[src/rtl/smc_seq_if.sv]
// Streaming tuple/result bus for the sequential MOSFET calculator.
// The master drives tuples in; the slave returns the strobed result.
interface smc_seq_if #(
    parameter int DW = 10
);
    logic          in_valid;
    logic [1:0]    mode;
    logic [2:0]    W;
    logic [2:0]    V_GS;
    logic [2:0]    V_DS;
    logic          out_valid;
    logic [DW-1:0] out_n;

    modport master (
        output in_valid, mode, W, V_GS, V_DS,
        input  out_valid, out_n
    );

    modport slave (
        input  in_valid, mode, W, V_GS, V_DS,
        output out_valid, out_n
    );
endinterface

[src/rtl/smc_seq.sv]
// Sequential MOSFET calculator: takes N_TR tuples serially, keeps ID and gm
// in descending insertion-sorted lists, and strobes one weighted-sum result.
module smc_seq #(
    parameter int N_TR = 6,
    parameter int DW   = 10
) (
    input  logic      clk,
    input  logic      rst_n,
    smc_seq_if.slave  bus
);
    localparam int          CW   = $clog2(N_TR);
    localparam logic [CW-1:0] LAST = CW'(N_TR - 1);

    typedef enum logic [1:0] {IDLE, LOAD, CALC, OUT} state_e;

    state_e        state_q, state_d;
    logic [CW-1:0] cnt_q, cnt_d;
    logic [1:0]    mode_q;
    logic [DW-1:0] res_q, res_d;
    logic [DW-1:0] id_q  [N_TR];
    logic [DW-1:0] gm_q  [N_TR];
    logic [DW-1:0] id_ins[N_TR];
    logic [DW-1:0] gm_ins[N_TR];

    logic [DW-1:0] w_x, vgs_x, vds_x, vov;
    logic [DW-1:0] id_new, gm_new;
    logic          triode;
    logic          take_beat, clear_lists;

    // Per-beat device equations
    always_comb begin
        w_x    = DW'(bus.W);
        vgs_x  = DW'(bus.V_GS);
        vds_x  = DW'(bus.V_DS);
        vov    = (vgs_x == '0) ? '0 : vgs_x - DW'(1);
        triode = (vov > vds_x);
        if (triode) begin
            id_new = (w_x * vds_x * ((vov << 1) - vds_x)) / DW'(3);
            gm_new = ((w_x << 1) * vds_x) / DW'(3);
        end else begin
            id_new = (w_x * vov * vov) / DW'(3);
            gm_new = ((w_x << 1) * vov) / DW'(3);
        end
    end

    // Lists are descending, so the ">= new" flags form a prefix of ones;
    // the new value lands just after that prefix, below any equal entries.
    always_comb begin
        id_ins[0] = (id_q[0] >= id_new) ? id_q[0] : id_new;
        gm_ins[0] = (gm_q[0] >= gm_new) ? gm_q[0] : gm_new;
        for (int unsigned i = 1; i < N_TR; i++) begin
            id_ins[i] = (id_q[i] >= id_new) ? id_q[i]
                      : ((id_q[i-1] >= id_new) ? id_new : id_q[i-1]);
            gm_ins[i] = (gm_q[i] >= gm_new) ? gm_q[i]
                      : ((gm_q[i-1] >= gm_new) ? gm_new : gm_q[i-1]);
        end
    end

    always_comb begin
        logic [CW-1:0] b;
        b = mode_q[1] ? '0 : CW'(N_TR / 2);
        if (mode_q[0])
            res_d = DW'(3) * id_q[b] + DW'(4) * id_q[b + CW'(1)]
                  + DW'(5) * id_q[b + CW'(2)];
        else
            res_d = gm_q[b] + gm_q[b + CW'(1)] + gm_q[b + CW'(2)];
    end

    // State register
    always_ff @(posedge clk) begin
        if (!rst_n) begin
            state_q <= IDLE;
            cnt_q   <= '0;
        end else begin
            state_q <= state_d;
            cnt_q   <= cnt_d;
        end
    end

    // Next-state logic
    always_comb begin
        state_d     = state_q;
        cnt_d       = cnt_q;
        take_beat   = 1'b0;
        clear_lists = 1'b0;
        unique case (state_q)
            IDLE: begin
                cnt_d = '0;
                if (bus.in_valid) begin
                    take_beat = 1'b1;
                    cnt_d     = CW'(1);
                    state_d   = LOAD;
                end
            end
            LOAD: begin
                if (!bus.in_valid) begin
                    clear_lists = 1'b1;
                    cnt_d       = '0;
                    state_d     = IDLE;
                end else begin
                    take_beat = 1'b1;
                    if (cnt_q == LAST) begin
                        cnt_d   = '0;
                        state_d = CALC;
                    end else begin
                        cnt_d = cnt_q + CW'(1);
                    end
                end
            end
            CALC: state_d = OUT;
            OUT: begin
                clear_lists = 1'b1;
                state_d     = IDLE;
            end
            default: state_d = IDLE;
        endcase
    end

    // Datapath registers
    always_ff @(posedge clk) begin
        if (!rst_n) begin
            mode_q <= '0;
            res_q  <= '0;
            for (int unsigned i = 0; i < N_TR; i++) begin
                id_q[i] <= '0;
                gm_q[i] <= '0;
            end
        end else begin
            if (state_q == IDLE && bus.in_valid)
                mode_q <= bus.mode;
            if (state_q == CALC)
                res_q <= res_d;
            for (int unsigned i = 0; i < N_TR; i++) begin
                if (clear_lists) begin
                    id_q[i] <= '0;
                    gm_q[i] <= '0;
                end else if (take_beat) begin
                    id_q[i] <= id_ins[i];
                    gm_q[i] <= gm_ins[i];
                end
            end
        end
    end

    // Outputs
    always_comb begin
        bus.out_valid = (state_q == OUT);
        bus.out_n     = (state_q == OUT) ? res_q : '0;
    end
endmodule
[src/flat_wrapper.sv]
// flat-port wrapper written by rule: the top's interface ports become plain ports
module smc_seq_flat 
#(
    parameter int N_TR = 6,
    parameter int DW   = 10
)
  (clk, rst_n, bus_in_valid, bus_mode, bus_W, bus_V_GS, bus_V_DS, bus_out_valid, bus_out_n);
  smc_seq_if #(.DW(DW)) bus_i ();
  input  logic clk;
  input  logic rst_n;
  input wire logic [$bits(bus_i.in_valid)-1:0] bus_in_valid;
  input wire logic [$bits(bus_i.mode)-1:0] bus_mode;
  input wire logic [$bits(bus_i.W)-1:0] bus_W;
  input wire logic [$bits(bus_i.V_GS)-1:0] bus_V_GS;
  input wire logic [$bits(bus_i.V_DS)-1:0] bus_V_DS;
  output wire logic [$bits(bus_i.out_valid)-1:0] bus_out_valid;
  output wire logic [$bits(bus_i.out_n)-1:0] bus_out_n;
  assign bus_i.in_valid = bus_in_valid;
  assign bus_i.mode = bus_mode;
  assign bus_i.W = bus_W;
  assign bus_i.V_GS = bus_V_GS;
  assign bus_i.V_DS = bus_V_DS;
  assign bus_out_valid = bus_i.out_valid;
  assign bus_out_n = bus_i.out_n;
  smc_seq #(.N_TR(N_TR), .DW(DW)) u_core (.clk(clk), .rst_n(rst_n), .bus(bus_i));
endmodule
[config.mk]
export PLATFORM = sky130hd
export DESIGN_NAME = smc_seq_flat
export DESIGN_NICKNAME = d
export VERILOG_FILES = /design/src/rtl/smc_seq_if.sv /design/src/rtl/smc_seq.sv /design/src/flat_wrapper.sv
export SDC_FILE = /design/constraint.sdc
export NUM_CORES = 1
export LEC_CHECK = 0
export CAP_MARGIN = 20
export CORE_MARGIN = 2
export CORE_UTILIZATION = 60
export CTS_BUF_LIST = sky130_fd_sc_hd__clkbuf_4 sky130_fd_sc_hd__clkbuf_8
export DETAILED_ROUTE_END_ITERATION = 12
export GPL_TIMING_DRIVEN = 0
export PLACE_DENSITY = 0.77
export SLEW_MARGIN = 20
export SYNTH_ARGS = -nofsm -noshare
export SYNTH_HDL_FRONTEND = slang
export SYNTH_SLANG_ARGS = --single-unit
[constraint.sdc]
create_clock -name clk -period 17.1 [get_ports clk]
set_input_delay 2.565 -clock clk [delete_from_list [all_inputs] [get_ports clk]]
set_output_delay 2.565 -clock clk [all_outputs]
set_load 0.01 [all_outputs]
# Yosys cells after proc, flatten, opt, wreduce, memory -nomap -nowiden
# Memory sizes are Yosys's and may differ from the RTL's.
# Cells that the tools add are included.
# totals
ramBits	120
mem_count	2
in_bits	14
reg_bits	17
# mem_list
name	words	width	read_ports	rd_clocked_by_memory_dff	write_ports	line_no	rtl
u_core.gm_q	6	10	9	0	6	smc_seq.sv:21	logic [DW-1:0] gm_q [N_TR];
u_core.id_q	6	10	9	0	6	smc_seq.sv:20	logic [DW-1:0] id_q [N_TR];
# classes
n_div	4
magnitude_cmp	13
n_mul	8
mux	72
bitwise_logic	24
n_eq_ne	6
n_reduce_logical	6
n_addsub	9
# op_table
cell	count
two-way mux 10 bit	51
greater-or-equal comparator 10 bit	12
adder 10 bit	4
divider 10 x 2 -> 10 bit, second input constant	4
OR 1 bit	24
multiplier 3 x 3 -> 6 bit	2
two-way mux 1 bit	12
greater-than comparator 10 x 3 -> 1 bit	1
multiplier 10 x 10 -> 10 bit	1
multiplier 2 x 10 -> 10 bit, first input constant	1
multiplier 3 x 10 -> 10 bit	1
multiplier 3 x 10 -> 10 bit, first input constant	1
multiplier 3 x 10 -> 9 bit	1
multiplier 6 x 10 -> 10 bit	1
subtractor 10 x 3 -> 10 bit	1
two-way mux 2 bit	4
case mux 2 bit (4 select lines)	1
adder 3 x 1 -> 3 bit, second input constant	2
two-way mux 3 bit	2
case mux 3 bit (2 select lines)	1
equality test 2 bit, second input constant	2
subtractor 3 x 1 -> 4 bit, second input constant	1
adder 3 x 2 -> 3 bit, second input constant	1
equality test 3 bit, second input constant	1
10 further kinds	10

# Logic depth before layout (Yosys ltp)
# logic_depth
ltp_word	10
mapped_depth	64
mapped_depth_nobuf	58

# Worst setup path after synthesis
# Ideal clock, no wire load.
# synth_timing
kind	input to register
start	input port bus_V_GS[1]
end	memory u_core.id_q[1][0], enable pin
t_required_ps	16722
arrival_ps	14434
cell_stages	59
slack_ps	2288
path_cell_list	nor2_1 ha_1 nor2_1 clkbuf_1 nand2_1 fa_1 inv_1 ha_1 inv_1 fa_1 nand2b_1 nand2b_1 a21oi_1 xnor2_1 nand2_1 fa_1 inv_1 fa_1 [23 not listed] and3_1 a21o_4 nand2_1 ha_1 nand2b_1 a21o_1 a21oi_1 nor2b_1 o21ai_0 nand2b_1 a21oi_1 nor2b_1 o21ai_0 nand2b_1 a21o_1 clkbuf_1 buf_1 a21oi_1
# synth_lines
element	line_no	rtl
start, declared	flat_wrapper.sv:14	input wire logic [$bits(bus_i.V_GS)-1:0] bus_V_GS;
end, declared	smc_seq.sv:20	

==> results.ini <==
[status]
outcome=finished clean

[grt]
antenna_found_initial=0
grt_use_total=0.283
grt_max_degree=17
grt.overflow.total=0
grt_pass1_vias=12100
grt_pass1_wl_mm=59.2

[finish]
final_common_cell=ha_1
insertedDiodeCount=0
final_cell_mix=192 x ha_1, 172 x inv_1, 160 x nor2_1
syn2layout_area_growth_pct=8.72
fin_nets=1964
utilization=0.665
drive_above_1_share=0.0740
final_area_um2=16200

[sta]
rsz0062_at_grt=false
fin_skew_ns=0.0125
hold_ws_ns=0.499
maxSlewViolCount=0
period_share=0.942
finalCriticalPeriod_ns=16.10
report.final.setup_viol=0
tightest_slew_ns=1.38
slew_headroom=0.0717
hold_viol_final=0
max_freq_mhz=62.1
tns_ns=0

[clock_tree]
clkTransAtPathRegs_ns=0.09
hold_buffers=0
htreeDepth=4
insertion_delay_ns=0.47
clkSinkCount=125
tritoncts=built
cts.path.max_buffers=2
cts_made_buffers=17
root_buffer=clkbuf_8

[setup_path]
rr_startpoint=u_core.mode_q[1]
cp_max_fo=11
cp-startpoint=bus_V_GS[0]
endpoint_kind=flip-flop
reg2regPathDepth=17
crit_path_start_kind=input pin
critPathMaxStageDelay_ns=0.54
timing.rr.end=u_core.res_q[9]
cp-endpoint=u_core.id_q[3][8]
ff2ff_setup_slack_ns=11.55
path_class=input pin to flip-flop
required_ns=17.29
critPathSlowestCell=fa_1
arrival_ns=16.29

[floorplanning]
die_y_um=162
initial_core_util=0.612
io_pins=25
rows=57
dieArea_um2=26100
core_region_area_um2=24300
die_w_um=162

[placed_design]
portBuffers=23
postPlaceCellArea_um2=15600
place_congestion=0.944
post-dp-hpwl_mm=28.6

[route]
routed-wl-met3_mm=2.10
maxUsedRoutingLayer=met4
dr.pass1.iters=6
routed_wirelength_mm=36.4
wl_met1_mm=14.9
vias=12100
postRouteAntennaNets=0
drt_iter0_markers=935
wl_per_cell_um=18.1
viasPerCell=6.02
route.detailed.drc=0
wl_met2_mm=18.2

[hold_path]
worstHoldPathType=flip-flop to flip-flop

[synthesis]
synth_seq_cells=125
async_reset_ff_frac=0
synth.avg_cell_area_um2=9.14
synth_nets=1917
synth.cell_area_um2=14900
synthFlopType=edfxtp_1
yosysUniqueCellTypes=87
synth_edf_count=108
yosysWarnings=0
synthCells=1629
ys_seq_area_frac=0.241

[flow_run]
cap_violations=0

==> layout make-up <==
type,instances,area (µm²)
clock inverters,15,210
plain buffers,76,323
repair buffers,29,338
clock buffers,17,234
multi-input cells,1246,10400
flip-flops and latches,125,3580
fillers,1967,8140
inverters,181,679
well taps,324,405
==> timing repair <==
| item | in CTS | in global routing |
|---|---|---|
| buffers inserted | 0 | 5 |
| setup endpoints to repair | 0 | 77 |
| gates resized for setup | 0 | 21 |
==> worst max-delay path: cells and delay by family <==
kind / cells / cell delay (ns)
multiplexers: 1 / 0.34
AO/OA/AOI/OAI: 15 / 3.03
adder cells (fa/ha/maj): 12 / 4.64
AND/OR/NAND/NOR: 20 / 3.00
buffers and inverters: 14 / 2.47
XOR/XNOR: 1 / 0.22
==> logic make-up after synthesis <==
kind of cell	Yosys count	synth area share
multiplexers	122	0.0853
flip-flops	125	0.241
buffers and inverters	258	0.0673
XOR/XNOR	53	0.0345
adder cells (fa/ha/maj)	275	0.272
AND/OR/NAND/NOR	451	0.146
AO/OA/AOI/OAI	345	0.154
==> cell usage after synthesis, types with 16 or more instances <==
library cell | number | area, µm²
ha_1 | 192 | 2400
inv_1 | 172 | 646
nor2_1 | 160 | 601
edfxtp_1 | 108 | 3240
nand2_1 | 100 | 375
mux2i_1 | 94 | 941
a21oi_1 | 83 | 415
fa_1 | 82 | 1640
o21ai_0 | 77 | 385
clkbuf_1 | 56 | 210
a211oi_1 | 54 | 405
nand2b_1 | 49 | 307
and2_1 | 39 | 244
a21o_1 | 36 | 270
nor2b_1 | 36 | 225
xnor2_1 | 35 | 307
mux2_2 | 25 | 282
dfxtp_1 | 17 | 340
and3_1 | 16 | 100
==> how the worst min path moves through the flow <==
stage | from | to | slack, ns | depth (start not counted)
2_1_floorplan | u_core.res_q[3] | u_core.res_q[3] | 0.47 | 2
3_3_place_gp | u_core.res_q[3] | u_core.res_q[3] | 0.48 | 2
3_5_place_dp | u_core.res_q[2] | u_core.res_q[2] | 0.49 | 2
4_1_cts | u_core.res_q[2] | u_core.res_q[2] | 0.50 | 2
5_1_grt | u_core.res_q[1] | u_core.res_q[1] | 0.54 | 2
6_report | u_core.res_q[2] | u_core.res_q[2] | 0.50 | 2
==> flip-flops by register name, indices dropped and copies added, names as in the netlist, named ones only <==
register / flops
u_core.gm_q: 54
u_core.res_q: 10
u_core.cnt_q: 3
u_core.state_q: 1
u_core.id_q: 54
u_core.mode_q: 2
==> stage by stage <==
| step | cells | worst slack [ns] |
|---|---|---|
| after floorplan | 1629 | 2.29 |
| after global placement | 1976 | -0.0534 |
| after detailed placement | 1977 | -0.255 |
| after CTS | 2009 | 0.250 |
| after global routing | 2013 | 0.122 |
| final | 2013 | 1.00 |
==> metal layers <==
metal  up-vias  track usage
li1       5790            -
met1      5774        0.356
met2       465        0.502
met3        90       0.0344
met4         0        0.104
met5         -            0
Power is not shown: default switching activity piles up to over one toggle a cycle in this logic, so the estimate is an artifact.
